**config.mk**
```make
export PLATFORM = sky130hd
export DESIGN_NAME = acc_sched
export DESIGN_NICKNAME = d
export VERILOG_FILES = /design/src/rtl/acc_sched_pkg.sv /design/src/rtl/acc_core.sv /design/src/rtl/acc_sched.sv
export SDC_FILE = /design/constraint.sdc
export NUM_CORES = 1
export LEC_CHECK = 0
export ABC_AREA = 1
export CORE_ASPECT_RATIO = 0.6
export CORE_MARGIN = 8
export CORE_UTILIZATION = 35
export DETAILED_ROUTE_END_ITERATION = 8
export GPL_TIMING_DRIVEN = 0
export HOLD_SLACK_MARGIN = 0.06
export PLACE_DENSITY = 0.62
export SLEW_MARGIN = 20
export SYNTH_ARGS = -nofsm -noshare
export SYNTH_HDL_FRONTEND = slang
export SYNTH_SLANG_ARGS = --single-unit
export TNS_END_PERCENT = 10
```
**constraint.sdc**
```tcl
create_clock -name clk -period 3.15 [get_ports clk]
set_input_delay 0.63 -clock clk [delete_from_list [all_inputs] [get_ports clk]]
set_output_delay 0.63 -clock clk [all_outputs]
set_load 0.01 [all_outputs]
```
**src/rtl/acc_sched_pkg.sv**
```systemverilog
// acc_sched_pkg: shared types, default sizes and the round-robin picker used
// by the accumulator scheduler (acc_sched) and its datapath (acc_core).
//
// Contents:
//   state_t   - scheduler FSM states (IDLE, RUN, DONE)
//   DEF_NREQ  - default number of requesters
//   DEF_W     - default operand / accumulator width
//   MAX_NREQ  - largest supported requester count (sizes the picker)
//   pick_t    - picker result: index plus found flag
//   rr_pick() - first set request bit at or after a pointer, wrapping at nreq
package acc_sched_pkg;

    localparam int DEF_NREQ = 4;
    localparam int DEF_W    = 8;
    localparam int MAX_NREQ = 16;

    typedef enum logic [1:0] {
        IDLE = 2'd0,
        RUN  = 2'd1,
        DONE = 2'd2
    } state_t;

    typedef struct packed {
        logic [3:0] idx;
        logic       found;
    } pick_t;

    // Scan offsets 0..nreq-1 from ptr; the first hit wins, so ptr itself has
    // the highest priority and ptr-1 the lowest.
    function automatic pick_t rr_pick(input logic [MAX_NREQ-1:0] req,
                                      input logic [3:0]          ptr,
                                      input int                  nreq);
        pick_t r;
        int    j;
        r = '0;
        for (int i = 0; i < MAX_NREQ; i++) begin
            if (i < nreq) begin
                j = int'(ptr) + i;
                if (j >= nreq) j = j - nreq;
                if (!r.found && req[j[3:0]]) begin
                    r.found = 1'b1;
                    r.idx   = j[3:0];
                end
            end
        end
        return r;
    endfunction

endpackage

```
**src/rtl/acc_core.sv**
```systemverilog
// acc_core: the shared W-bit accumulator register.
//
// Ports:
//   clk, rst - clock and synchronous active-high reset
//   clr      - load zero (start of a new burst); wins over en
//   en       - add din into the accumulator this cycle
//   din      - operand
//   acc      - accumulator value
//   sat      - (only with ACC_SAT_EN) sticky saturation flag, cleared by clr
//
// Build option ACC_SAT_EN: the add clamps at 2^W-1 instead of wrapping.
module acc_core
    import acc_sched_pkg::*;
#(
    parameter int W = DEF_W
) (
    input  logic         clk,
    input  logic         rst,
    input  logic         clr,
    input  logic         en,
    input  logic [W-1:0] din,
`ifdef ACC_SAT_EN
    output logic         sat,
`endif
    output logic [W-1:0] acc
);

    // Returns {overflow, result}; result is clamped when ACC_SAT_EN is set.
    function automatic logic [W:0] add_op(input logic [W-1:0] a,
                                          input logic [W-1:0] b);
        logic [W:0] s;
        s = {1'b0, a} + {1'b0, b};
`ifdef ACC_SAT_EN
        if (s[W]) s[W-1:0] = '1;
`endif
        return s;
    endfunction

    logic [W:0] sum;
    assign sum = add_op(acc, din);

    always_ff @(posedge clk) begin
        if (rst) begin
            acc <= '0;
`ifdef ACC_SAT_EN
            sat <= 1'b0;
`endif
        end else if (clr) begin
            acc <= '0;
`ifdef ACC_SAT_EN
            sat <= 1'b0;
`endif
        end else if (en) begin
            acc <= sum[W-1:0];
`ifdef ACC_SAT_EN
            if (sum[W]) sat <= 1'b1;
`endif
        end
    end

`ifndef ACC_SAT_EN
    // Carry out is simply dropped in the wrapping build.
    logic unused_carry;
    assign unused_carry = sum[W];
`endif

endmodule

```
**src/rtl/acc_sched.sv**
```systemverilog
// acc_sched: round-robin scheduler sharing one accumulator among NREQ
// requesters. A granted requester streams a valid/ready/last burst; the sum
// is presented with the requester index on the result port.
//
// Ports:
//   clk, rst   - clock, synchronous active-high reset
//   req_valid  - per-requester operand valid
//   req_data   - operands, requester i at [i*W +: W]
//   req_last   - per-requester end-of-burst marker
//   req_ready  - one-hot ready to the granted requester while in RUN
//   res_valid  - result available (DONE)
//   res_data   - burst sum
//   res_sat    - (only with ACC_SAT_EN) burst saturated
//   res_id     - requester that owns the result
//   res_ready  - result consumer accepts
//   busy       - scheduler not idle
//
// Build option ACC_SAT_EN: saturating accumulate plus res_sat output.
module acc_sched
    import acc_sched_pkg::*;
#(
    parameter int NREQ = DEF_NREQ,
    parameter int W    = DEF_W,
    parameter int IDW  = $clog2(NREQ)
) (
    input  logic              clk,
    input  logic              rst,
    input  logic [NREQ-1:0]   req_valid,
    input  logic [NREQ*W-1:0] req_data,
    input  logic [NREQ-1:0]   req_last,
    output logic [NREQ-1:0]   req_ready,
    output logic              res_valid,
    output logic [W-1:0]      res_data,
`ifdef ACC_SAT_EN
    output logic              res_sat,
`endif
    output logic [IDW-1:0]    res_id,
    input  logic              res_ready,
    output logic              busy
);

    state_t         state;
    logic [IDW-1:0] grant;
    logic [IDW-1:0] rr_ptr;
    pick_t          pick;
    logic [W-1:0]   g_data;
    logic           beat;
    logic           clr;

    assign pick   = rr_pick(MAX_NREQ'(req_valid), 4'(rr_ptr), NREQ);
    assign g_data = req_data[grant*W +: W];
    assign beat   = (state == RUN) && req_valid[grant];
    assign clr    = (state == IDLE) && pick.found;
    assign busy   = (state != IDLE);

    // Upper picker index bits are constant zero for small NREQ.
    logic unused_pick;
    assign unused_pick = ^pick.idx;

    always_comb begin
        req_ready = '0;
        if (state == RUN) req_ready[grant] = 1'b1;
    end

    // The accumulator is not touched in DONE, so it holds the final burst
    // sum for as long as the result waits; it doubles as the result register.
    acc_core #(.W(W)) u_core (
        .clk (clk),
        .rst (rst),
        .clr (clr),
        .en  (beat),
        .din (g_data),
`ifdef ACC_SAT_EN
        .sat (res_sat),
`endif
        .acc (res_data)
    );

    always_ff @(posedge clk) begin
        if (rst) begin
            state     <= IDLE;
            grant     <= '0;
            rr_ptr    <= '0;
            res_valid <= 1'b0;
            res_id    <= '0;
        end else begin
            case (state)
                IDLE: begin
                    if (pick.found) begin
                        grant <= pick.idx[IDW-1:0];
                        state <= RUN;
                    end
                end
                RUN: begin
                    if (beat && req_last[grant]) begin
                        state     <= DONE;
                        res_valid <= 1'b1;
                        res_id    <= grant;
                    end
                end
                DONE: begin
                    if (res_ready) begin
                        state     <= IDLE;
                        res_valid <= 1'b0;
                        // Served requester drops to lowest priority.
                        rr_ptr    <= (grant == IDW'(NREQ - 1)) ? '0 : grant + 1'b1;
                    end
                end
                default: state <= IDLE;
            endcase
        end
    end

endmodule

```
==> results.json <==
{
  "status": "completed",
  "wl_per_cell_um": 14.3,
  "totalWireLength_um": 5620,
  "synth-seq-area-share_pct": 19.5,
  "ys_warn_count": 0,
  "skew_ns": 0.00407,
  "grt_use_total_pct": 14.8,
  "fin_cells": 393,
  "crit_top_cell": "buf_2",
  "syn_nets": 324,
  "drt_first_pass_iters": 4,
  "min_path_type": "flop to flop",
  "drcViolationCount": 0,
  "grt_pass1_vias": 1717,
  "num_vias": 1874,
  "crit_required_ns": 2.52,
  "cts_buffers": 3,
  "grt_pass1_wl_um": 9050,
  "clock_latency_ns": 0.26,
  "ant_nets": 0,
  "wl_met2_um": 1930,
  "slew_headroom_pct": 60.5,
  "netlist_area_um2": 1750,
  "placedCellCount": 389,
  "p_leak_nw": 1.09,
  "grt_max_degree": 12,
  "cp.arrival_ns": 2.35,
  "postSynthAreaPerCell_um2": 6.59,
  "r2r-start": "grant[0]$_SDFFE_PP0P_",
  "clockRootBuffer": "clkbuf_8",
  "hp-start": "res_valid$_SDFFE_PP0P_",
  "path_depth": 8,
  "placed_cell_area_um2": 2410,
  "min_to": "res_valid$_SDFFE_PP0P_",
  "critPathKind": "flop to output port",
  "synth_seq_cells": 17,
  "finalSetupViolations": 0,
  "syn2layout_area_growth_pct": 40.6,
  "critPathTopFamily": "buffers and inverters",
  "wl_met3_um": 447,
  "synthCells": 265,
  "min_delay_path_depth": 2,
  "h-tree-depth": 1,
  "whs_ns": 0.470,
  "io_buffer_count": 58,
  "synth.distinct_cells": 34,
  "gr-total-overflow": 0,
  "crit_path_max_fanout": 11,
  "place.gp.congestion": 0.910,
  "ir_worst_vdd_uv": 158,
  "initial_core_util_pct": 35.4,
  "rsz0062_at_grt": "false",
  "min_period_ns": 2.98,
  "diodes": 0,
  "setup_tns_ns": 0,
  "via_per_inst": 4.77,
  "slew_violations": 0,
  "boundaryPins": 59,
  "cts_hold_buf": 0,
  "critPathLaunchType": "flop",
  "timing.fmax_mhz": 335,
  "r2r_cells": 17,
  "cts_tree": "done",
  "synth_area_leaders": "dfxtp_1 (19%), nand2_1 (11%), ha_1 (11%)",
  "hpwl_um": 4480,
  "endpoint_kind": "output port",
  "clk_pin_slew_ns": 0.08,
  "drive_gt1_share_pct": 14.4,
  "dieArea_um2": 7580,
  "r2r_setup_slack_ns": 0.27,
  "finalInstanceArea_um2": 2450,
  "path_cells": "buf_2 -> inv_2 -> buf_2 -> buf_2 -> ha_1 -> inv_1 -> nor2_1 -> clkdlybuf4s50_1",
  "cts_buffer_depth": 2,
  "tightest_slew_ns": 0.593,
  "fp.dieW_um": 107,
  "p_per_area_nw_per_um2": 355,
  "yosysTopAreaCellShare_pct": 19.5,
  "die_h_um": 70.7,
  "finalHoldViolations": 0,
  "path_buf_inv": 6,
  "slowest_delay_ns": 0.57,
  "ctsResizeCount": 0,
  "routed.top_layer": "met4",
  "wl_met1_um": 3230,
  "antenna_found_initial": 0,
  "post-synth-top-area-cell": "dfxtp_1",
  "max_cap_violations": 0,
  "cts_setup_buffers": 0,
  "cpMaxStageDelayCell": "clkdlybuf4s50_1",
  "clkSinkCount": 17,
  "core-area_um2": 4930,
  "final.period_utilization_pct": 94.7,
  "placementRows": 20,
  "regToRegEndpoint": "u_core.acc[4]$_SDFFE_PP0P_",
  "nets": 387,
  "dr.first_iter.drc_count": 113
}
## cells by family after synthesis
logic type      after synthesis  synth area share, %
xor+xnor                      2                 1.00
simple gates                133                 38.1
buf+inv                      44                 10.9
flops                        17                 19.5
fa+ha+maj                    16                 11.9
compound gates               53                 18.6
## final cells by class
type / count / area (um2)
fillers: 476 / 2470
multi-input cells: 204 / 1210
repair buffers: 58 / 581
flip-flops and latches: 17 / 340
inverters: 35 / 140
well taps: 66 / 82.6
plain buffers: 9 / 50.0
clock buffers: 3 / 41.3
clock inverters: 1 / 5.00
## sequential cells by signal, indices dropped and copies added, names as in the netlist
signal,flops
grant,2
res_id,2
res_valid,1
rr_ptr,2
state,2
u_core.acc,8
## how the worst max path moves through the flow
stage,start,end
final,grant[0]$_SDFFE_PP0P_,req_ready[0]
after global routing,grant[1]$_SDFFE_PP0P_,u_core.acc[4]$_SDFFE_PP0P_
after CTS,grant[0]$_SDFFE_PP0P_,req_ready[0]
after detailed placement,grant[0]$_SDFFE_PP0P_,u_core.acc[4]$_SDFFE_PP0P_
after global placement,req_data[16],u_core.acc[4]$_SDFFE_PP0P_
after floorplan,grant[0]$_SDFFE_PP0P_,u_core.acc[4]$_SDFFE_PP0P_
## placed cells by master (no fill, tap or decap)
| cell type | synthesis | final |
|---|---|---|
| nand2_4 | 8 | 8 |
| nand3_2 | 4 | 4 |
| clkbuf_8 | 0 | 3 |
| o21ai_0 | 16 | 16 |
| a22oi_1 | 2 | 2 |
| ha_1 | 15 | 15 |
| nand4_1 | 5 | 5 |
| nor3_1 | 1 | 1 |
| buf_2 | 7 | 7 |
| nor2_1 | 34 | 34 |
| inv_8 | 1 | 1 |
| o22ai_1 | 7 | 7 |
| nand2_1 | 53 | 53 |
| inv_1 | 32 | 32 |
| a32oi_1 | 1 | 1 |
| a21oi_2 | 5 | 5 |
| nand3_1 | 13 | 13 |
| clkinv_2 | 1 | 2 |
| nand2_2 | 7 | 7 |
| a21o_1 | 1 | 1 |
| nor2_2 | 4 | 4 |
| o21ai_4 | 1 | 1 |
| inv_2 | 1 | 1 |
| or2_2 | 2 | 2 |
| a21oi_1 | 16 | 16 |
| a211oi_1 | 1 | 1 |
| xor2_1 | 1 | 1 |
| clkbuf_1 | 1 | 1 |
| nand3_4 | 1 | 1 |
| xnor2_1 | 1 | 1 |
| buf_6 | 1 | 1 |
| nand3b_1 | 1 | 1 |
| fa_1 | 1 | 1 |
| clkdlybuf4s50_1 | 0 | 58 |
| o211ai_1 | 3 | 3 |
| dfxtp_1 | 17 | 17 |
## layer usage
| metal | track usage [%] | vias to the layer above |
|---|---|---|
| met1 | 23.9 | 828 |
| met3 | 5.17 | 2 |
| met5 | 0 | - |
| met4 | 1.40 | 0 |
| met2 | 17.6 | 54 |
| li1 | - | 990 |
## power by group
group          switching [mW]  total (mW)  internal [mW]  leakage (nW)
registers              0.0131       0.244          0.231         0.138
logic                   0.264       0.454          0.191         0.922
clock network          0.0842       0.172         0.0880        0.0255
## synth_stat cells
cell      number
xnor2_1        1
nor3_1         1
a21o_1         1
nand3b_1       1
inv_2          1
a22oi_1        2
o21ai_4        1
nand3_1       13
or2_2          2
nand3_4        1
nand2_2        7
a32oi_1        1
clkinv_2       1
a21oi_1       16
nand4_1        5
clkbuf_1       1
a21oi_2        5
o211ai_1       3
o21ai_0       16
fa_1           1
nor2_2         4
inv_8          1
a211oi_1       1
dfxtp_1       17
nor2_1        34
xor2_1         1
o22ai_1        7
inv_1         32
nand3_2        4
buf_6          1
nand2_1       53
nand2_4        8
buf_2          7
ha_1          15
## worst register-to-register path, delay by kind of cell (launching register included)
family	cells	cell delay (ns)
DFF	1	0.34
and+or+nand+nor	5	0.30
adders and majority gates	2	0.55
AOI/OAI and AO/OA	4	0.63
buffers and inverters	6	0.95
## stage by stage
stage	total power [mW]	setup slack, ns	utilization, %
after floorplan	0.534	0.794	-
after global placement	0.696	0.342	48.9
after detailed placement	0.701	0.327	48.9
after CTS	0.872	0.190	49.8
after global routing	0.942	0.0470	49.8
final	0.870	0.168	49.8
(Power assumes the default switching activity.)
==> variant 1 (config.mk and constraints unchanged) <==
The option `ACC_SAT_EN` is turned on by a define.
--- a/src/rtl/acc_core.sv
+++ b/src/rtl/acc_core.sv
@@ -11,2 +11,4 @@
 // Build option ACC_SAT_EN: the add clamps at 2^W-1 instead of wrapping.
+`define ACC_SAT_EN
+
 module acc_core
Check against the original RTL (old outputs only; new: res_sat): not equivalent (a bounded check fails within 4 cycles, from zero or initial values and one cycle with rst high).
==> variant 1 against the original RTL <==
  * Utilization increased by 2.9 points
  * Final area shrank 1.5%
  * Wire length shrank 0.91%
  * Sequential cell count up 1
  * Register-to-register slack better by 0.02 ns
  * First-iteration DRC count grew 8.0%
  * Setup slack better by 0.12 ns
  * Synthesized area fell by 4.4%
  * Power up 9.4%
  * Die area shrank 3.6%
  * Via count fell by 0.32%
  * Largest power group unchanged
  * Highest routed layer unchanged
==> variant 1: results (changes against the original RTL) <==
[logic_synthesis]
yosysWarnings = 0  ; unchanged
synth.distinct_cells = 29  ; -15%
synth_area_leaders = dfxtp_1, ha_1, nor2_1, nand2_1, o21ai_0
synth_common_cells = nor2_1, nand2_1, o21ai_0
synth.avg_cell_area_um2 = 6.57  ; -0.31%
async_reset_ff_frac = 0  ; unchanged
synth_nets = 314  ; -3.1%
synth-seq-area-share = 0.216  ; +0.0211

[drt]
drt_wl_total_um = 5570  ; -0.91%
wl_met1_um = 3020  ; -6.5%
wl_met3_um = 545  ; +22%
drtIter0Drc = 122  ; +8.0%
highest_layer = met4
wl_per_cell_um = 14.6  ; +1.9%
vias = 1868  ; -0.32%
dr_wl_met2_um = 1980  ; +2.4%
dr.pass1.iters = 4  ; unchanged

[clocking]
cts_resized = 1  ; +1
htreeDepth = 1  ; unchanged
cts_made_buffers = 3  ; unchanged
clk_latency_ns = 0.25
path_clk_slew_ns = 0.07
cts_post_setup_buffers_inserted = 0  ; unchanged
cts_buffer_depth = 2  ; unchanged
cts_root_buffer = clkbuf_8

[setup_path]
worstPathMaxFanout = 11  ; unchanged
critical-path-top-delay-family = adder cells
slowest_stage = dfxtp_1
cp_slowest_stage_delay_ns = 0.50  ; -0.07 ns

[layout]
top_register = u_core.acc
drive_above_1_share = 0.103  ; -0.0403
filler_cell_count = 446  ; -6.3%
largest_register_ffs = 8  ; unchanged
diodes = 0  ; unchanged

[place]
pre_cts_slack_ns = -0.0658  ; -0.393 ns
io_buffers = 59  ; +1.7%
dp_hpwl_um = 4400  ; -1.8%
gp_congestion = 0.861  ; -5.3%
dpl.cell_count = 376  ; -3.3%

[global_routing]
grt_pass1_vias = 1787  ; +4.1%
track_usage = 0.149  ; +0.000734
met1_usage = 0.231  ; -0.00755
grt_start_max_net_pins = 12  ; unchanged
use_met2 = 0.194  ; +0.0177
grt_pass1_wl_um = 9000  ; -0.53%
grt_util_met3 = 0.0390  ; -0.0127
antenna_found_initial = 0  ; unchanged

[timing]
fin_skew_ns = 0.00222  ; -0.00185 ns
setup_viol = 0  ; unchanged
slew_headroom = 0.618  ; +0.0135
fmax_mhz = 350  ; +4.3%

[worst_hold_path]
hp-class = flop to flop

[status]
status = finished clean

[job]
drv_cap = 0  ; unchanged

[power_and_ir_drop]
ir_drop_mv = 0.205  ; +29%
p_leak_nw = 1.05  ; -3.6%

variant 1: cell types whose count changed after synthesis, sizes merged, moves of 2 or more:
cell	delta
o22ai	+2
a22oi	-2
nor3	+7
buf	-6
clkbuf	+4
inv	-13
a21oi	-3
o21ai	+6
o211ai	-3
nor2	+16
nand2	-21
variant 1: path summary, 6_finish.rpt:
kind	start	endpoint	slack [ns]	depth (start not counted)
setup / recovery	grant[0]	u_core.acc[5]	0.29	12
hold / removal	res_valid	res_valid	0.47	2
setup reg to reg	grant[0]	u_core.acc[5]	0.29	12
hold reg to reg	res_valid	res_valid	0.47	2
variant 1: tightest hold or removal path, delay by kind of cell (launching register included):
family	cells	cell delay, ns
compound gates	1	0.06
flops	1	0.31
simple gates	1	0.06
variant 1: final cells by class:
type	instances	area, um2	share of cell area
Buffer	6	27.5	0.0114
Clock buffer	4	55.1	0.0228
Inverter	22	91.3	0.0378
Multi-Input combinational cell	207	1190	0.493
Sequential cell	18	360	0.149
Tap cell	63	78.8	0.0326
Timing Repair Buffer	62	613	0.253
variant 1: stage by stage:
stage | power [mW] | utilization | TNS [ns] | area [um2]
final | 0.952 | 0.527 | 0 | 2420
after global routing | 1.03 | 0.527 | 0 | 2420
after CTS | 0.950 | 0.522 | 0 | 2390
after detailed placement | 0.756 | 0.509 | -0.288 | 2340
after global placement | 0.754 | 0.509 | -0.423 | 2340
after floorplan | 0.579 | - | 0 | 1670
variant 1: cells by family after synthesis:
logic type      count (synthesis)  synth area share
simple gates                  135             0.392
flops                          18             0.216
buf+inv                        29            0.0690
fa+ha+maj                      17             0.132
compound gates                 52             0.175
xor+xnor                        3            0.0158
variant 1: report_power, final:
| group | internal [mW] | switching, mW |
|---|---|---|
| Sequential | 0.246 | 0.0198 |
| Clock | 0.111 | 0.0777 |
| Combinational | 0.209 | 0.288 |
==> variant 2 (same settings) <==
Without the edit above. Make the reset (`rst`) asynchronous in 2 clocked blocks. Comments in the files are not updated.
--- a/src/rtl/acc_core.sv
+++ b/src/rtl/acc_core.sv
@@ -41,3 +41,3 @@
 
-    always_ff @(posedge clk) begin
+    always_ff @(posedge clk or posedge rst) begin
         if (rst) begin
--- a/src/rtl/acc_sched.sv
+++ b/src/rtl/acc_sched.sv
@@ -78,3 +78,3 @@
 
-    always_ff @(posedge clk) begin
+    always_ff @(posedge clk or posedge rst) begin
         if (rst) begin
Check against the original RTL: differs if rst is asserted again (counterexample within 4 cycles, from zero or initial values and one cycle with rst high); with rst held inactive, the same outputs for 10 cycles.
==> variant 2 against the original RTL <==
  * Synthesized cell count decreased by 6.4%
  * Critical path type unchanged
  * Final area decreased by 3.4%
  * Wire length decreased by 5.4%
  * Register-to-register slack improved by 0.25 ns
  * Synthesized area decreased by 4.2%
  * Critical endpoint unchanged
  * Setup slack improved by 0.24 ns
  * Sequential cell count unchanged
  * Highest routed layer unchanged
Power is not compared: it rests on default switching activity, and its combinational part moved more than twofold at a synthesized area within 25%.
==> variant 2: results (changes against the original RTL) <==
[global_routing]
grt_start_max_net_pins = 18  ; +6
track_usage = 0.149  ; +0.00108
grt_util_met3 = 0.0445  ; -0.00715
use_met2 = 0.183  ; +0.00678
grt_pass1_vias = 1645  ; -4.2%
met1_usage = 0.240  ; +0.00104
grt_pass1_wl_um = 8890  ; -1.7%
antenna_found_initial = 0  ; unchanged

[logic_synthesis]
synth_nets = 307  ; -5.2%
async_reset_ff_frac = 1.00  ; +1.00
synth.avg_cell_area_um2 = 6.75  ; +2.4%
synth_area_leaders = dfrtp_1, nand2_1, ha_1, nor2_1, o21ai_0
synth_common_cells = nand2_1, nor2_1, inv_1
synth-seq-area-share = 0.254  ; +0.0593
synthFlopType = dfrtp_1
synth.distinct_cells = 28  ; -18%

[drt]
vias = 1801  ; -3.9%
wl_met1_um = 2980  ; -7.7%
drt_wl_total_um = 5320  ; -5.4%
drtIter0Drc = 92  ; -19%
wl_per_cell_um = 14.3  ; +0.20%
wl_met3_um = 494  ; +11%
dr_wl_met2_um = 1830  ; -5.5%

[timing]
period_minus_slack_ns = 2.74  ; -0.243 ns
fin_skew_ns = 0.00795  ; +0.00389 ns
slew_headroom = 0.564  ; -0.0405

[clocking]
cts_post_setup_buffers_inserted = 0  ; unchanged
cts_buffer_depth = 2  ; unchanged

[layout]
drive_above_1_share = 0.101  ; -0.0431

[place]
dp_hpwl_um = 4390  ; -2.0%
gp_congestion = 0.880  ; -3.2%
dpl.cell_count = 369  ; -5.1%

[setup_path]
cp_data_arrival_time_ns = 2.11  ; -0.24 ns
worstPathMaxFanout = 20  ; +9
critical-path-top-delay-family = buffers and inverters

[power_and_ir_drop]
p_leak_nw = 1.11

[status]
status = finished clean

-- variant 2: changes by cell type in the layout (fill, tap and decap cells not counted), sizes merged, moves of 4 or more --
cell	delta
dfrtp	+17
dfxtp	-17
o21ai	+12
nand2	-9
a21oi	-8
inv	-5
buf	-4
-- variant 2: power by group through the flow --
stage          registers [mW]  clock network [mW]  logic, mW
6_report                0.415               0.164       1.81
3_3_place_gp            0.419                   0       1.80
2_1_floorplan           0.420                   0       1.25
4_1_cts                 0.416               0.167       1.82
5_1_grt                 0.432               0.178       2.05
3_5_place_dp            0.417                   0       1.81
-- variant 2: cell families after synthesis --
family,count (synthesis),share of synthesized area
AO/OA/AOI/OAI,54,0.181
buffers and inverters,35,0.0815
flip-flops,17,0.254
AND/OR/NAND/NOR,123,0.343
XOR/XNOR,3,0.0157
adder cells (fa/ha/maj),16,0.124
-- variant 2: area by class of cell --
type                       instances  area (um2)
inverter                          29         109
clock buffer                       3        41.3
clock inverter                     1        5.00
buffer                             4        20.0
tap                               63        78.8
fill                             470        2220
multi-input combinational        196        1110
sequential                        17         425
timing repair buffer              58         581
-- variant 2: per-stage QoR --
stage	setup WS [ns]	hold slack, ns	cell area (um2)
final	0.411	0.499	2370
after global placement	0.237	0.477	2330
after detailed placement	0.249	0.480	2330
after global routing	0.156	0.523	2370
after CTS	0.0213	0.507	2380
after floorplan	0.925	0.513	1670
-- variant 2: worst paths after layout --
check / endpoint / startpoint / depth (start not counted) / slack [ns]
min: res_valid / res_valid / 2 / 0.50
max reg2reg: u_core.acc[7] / grant[0] / 12 / 0.52
min in group asynchronous: res_id[0] / rst / 2 / 0.76
max: req_ready[0] / grant[0] / 6 / 0.41
min reg2reg: res_valid / res_valid / 2 / 0.50
max in group asynchronous: u_core.acc[3] / rst / 2 / 1.97
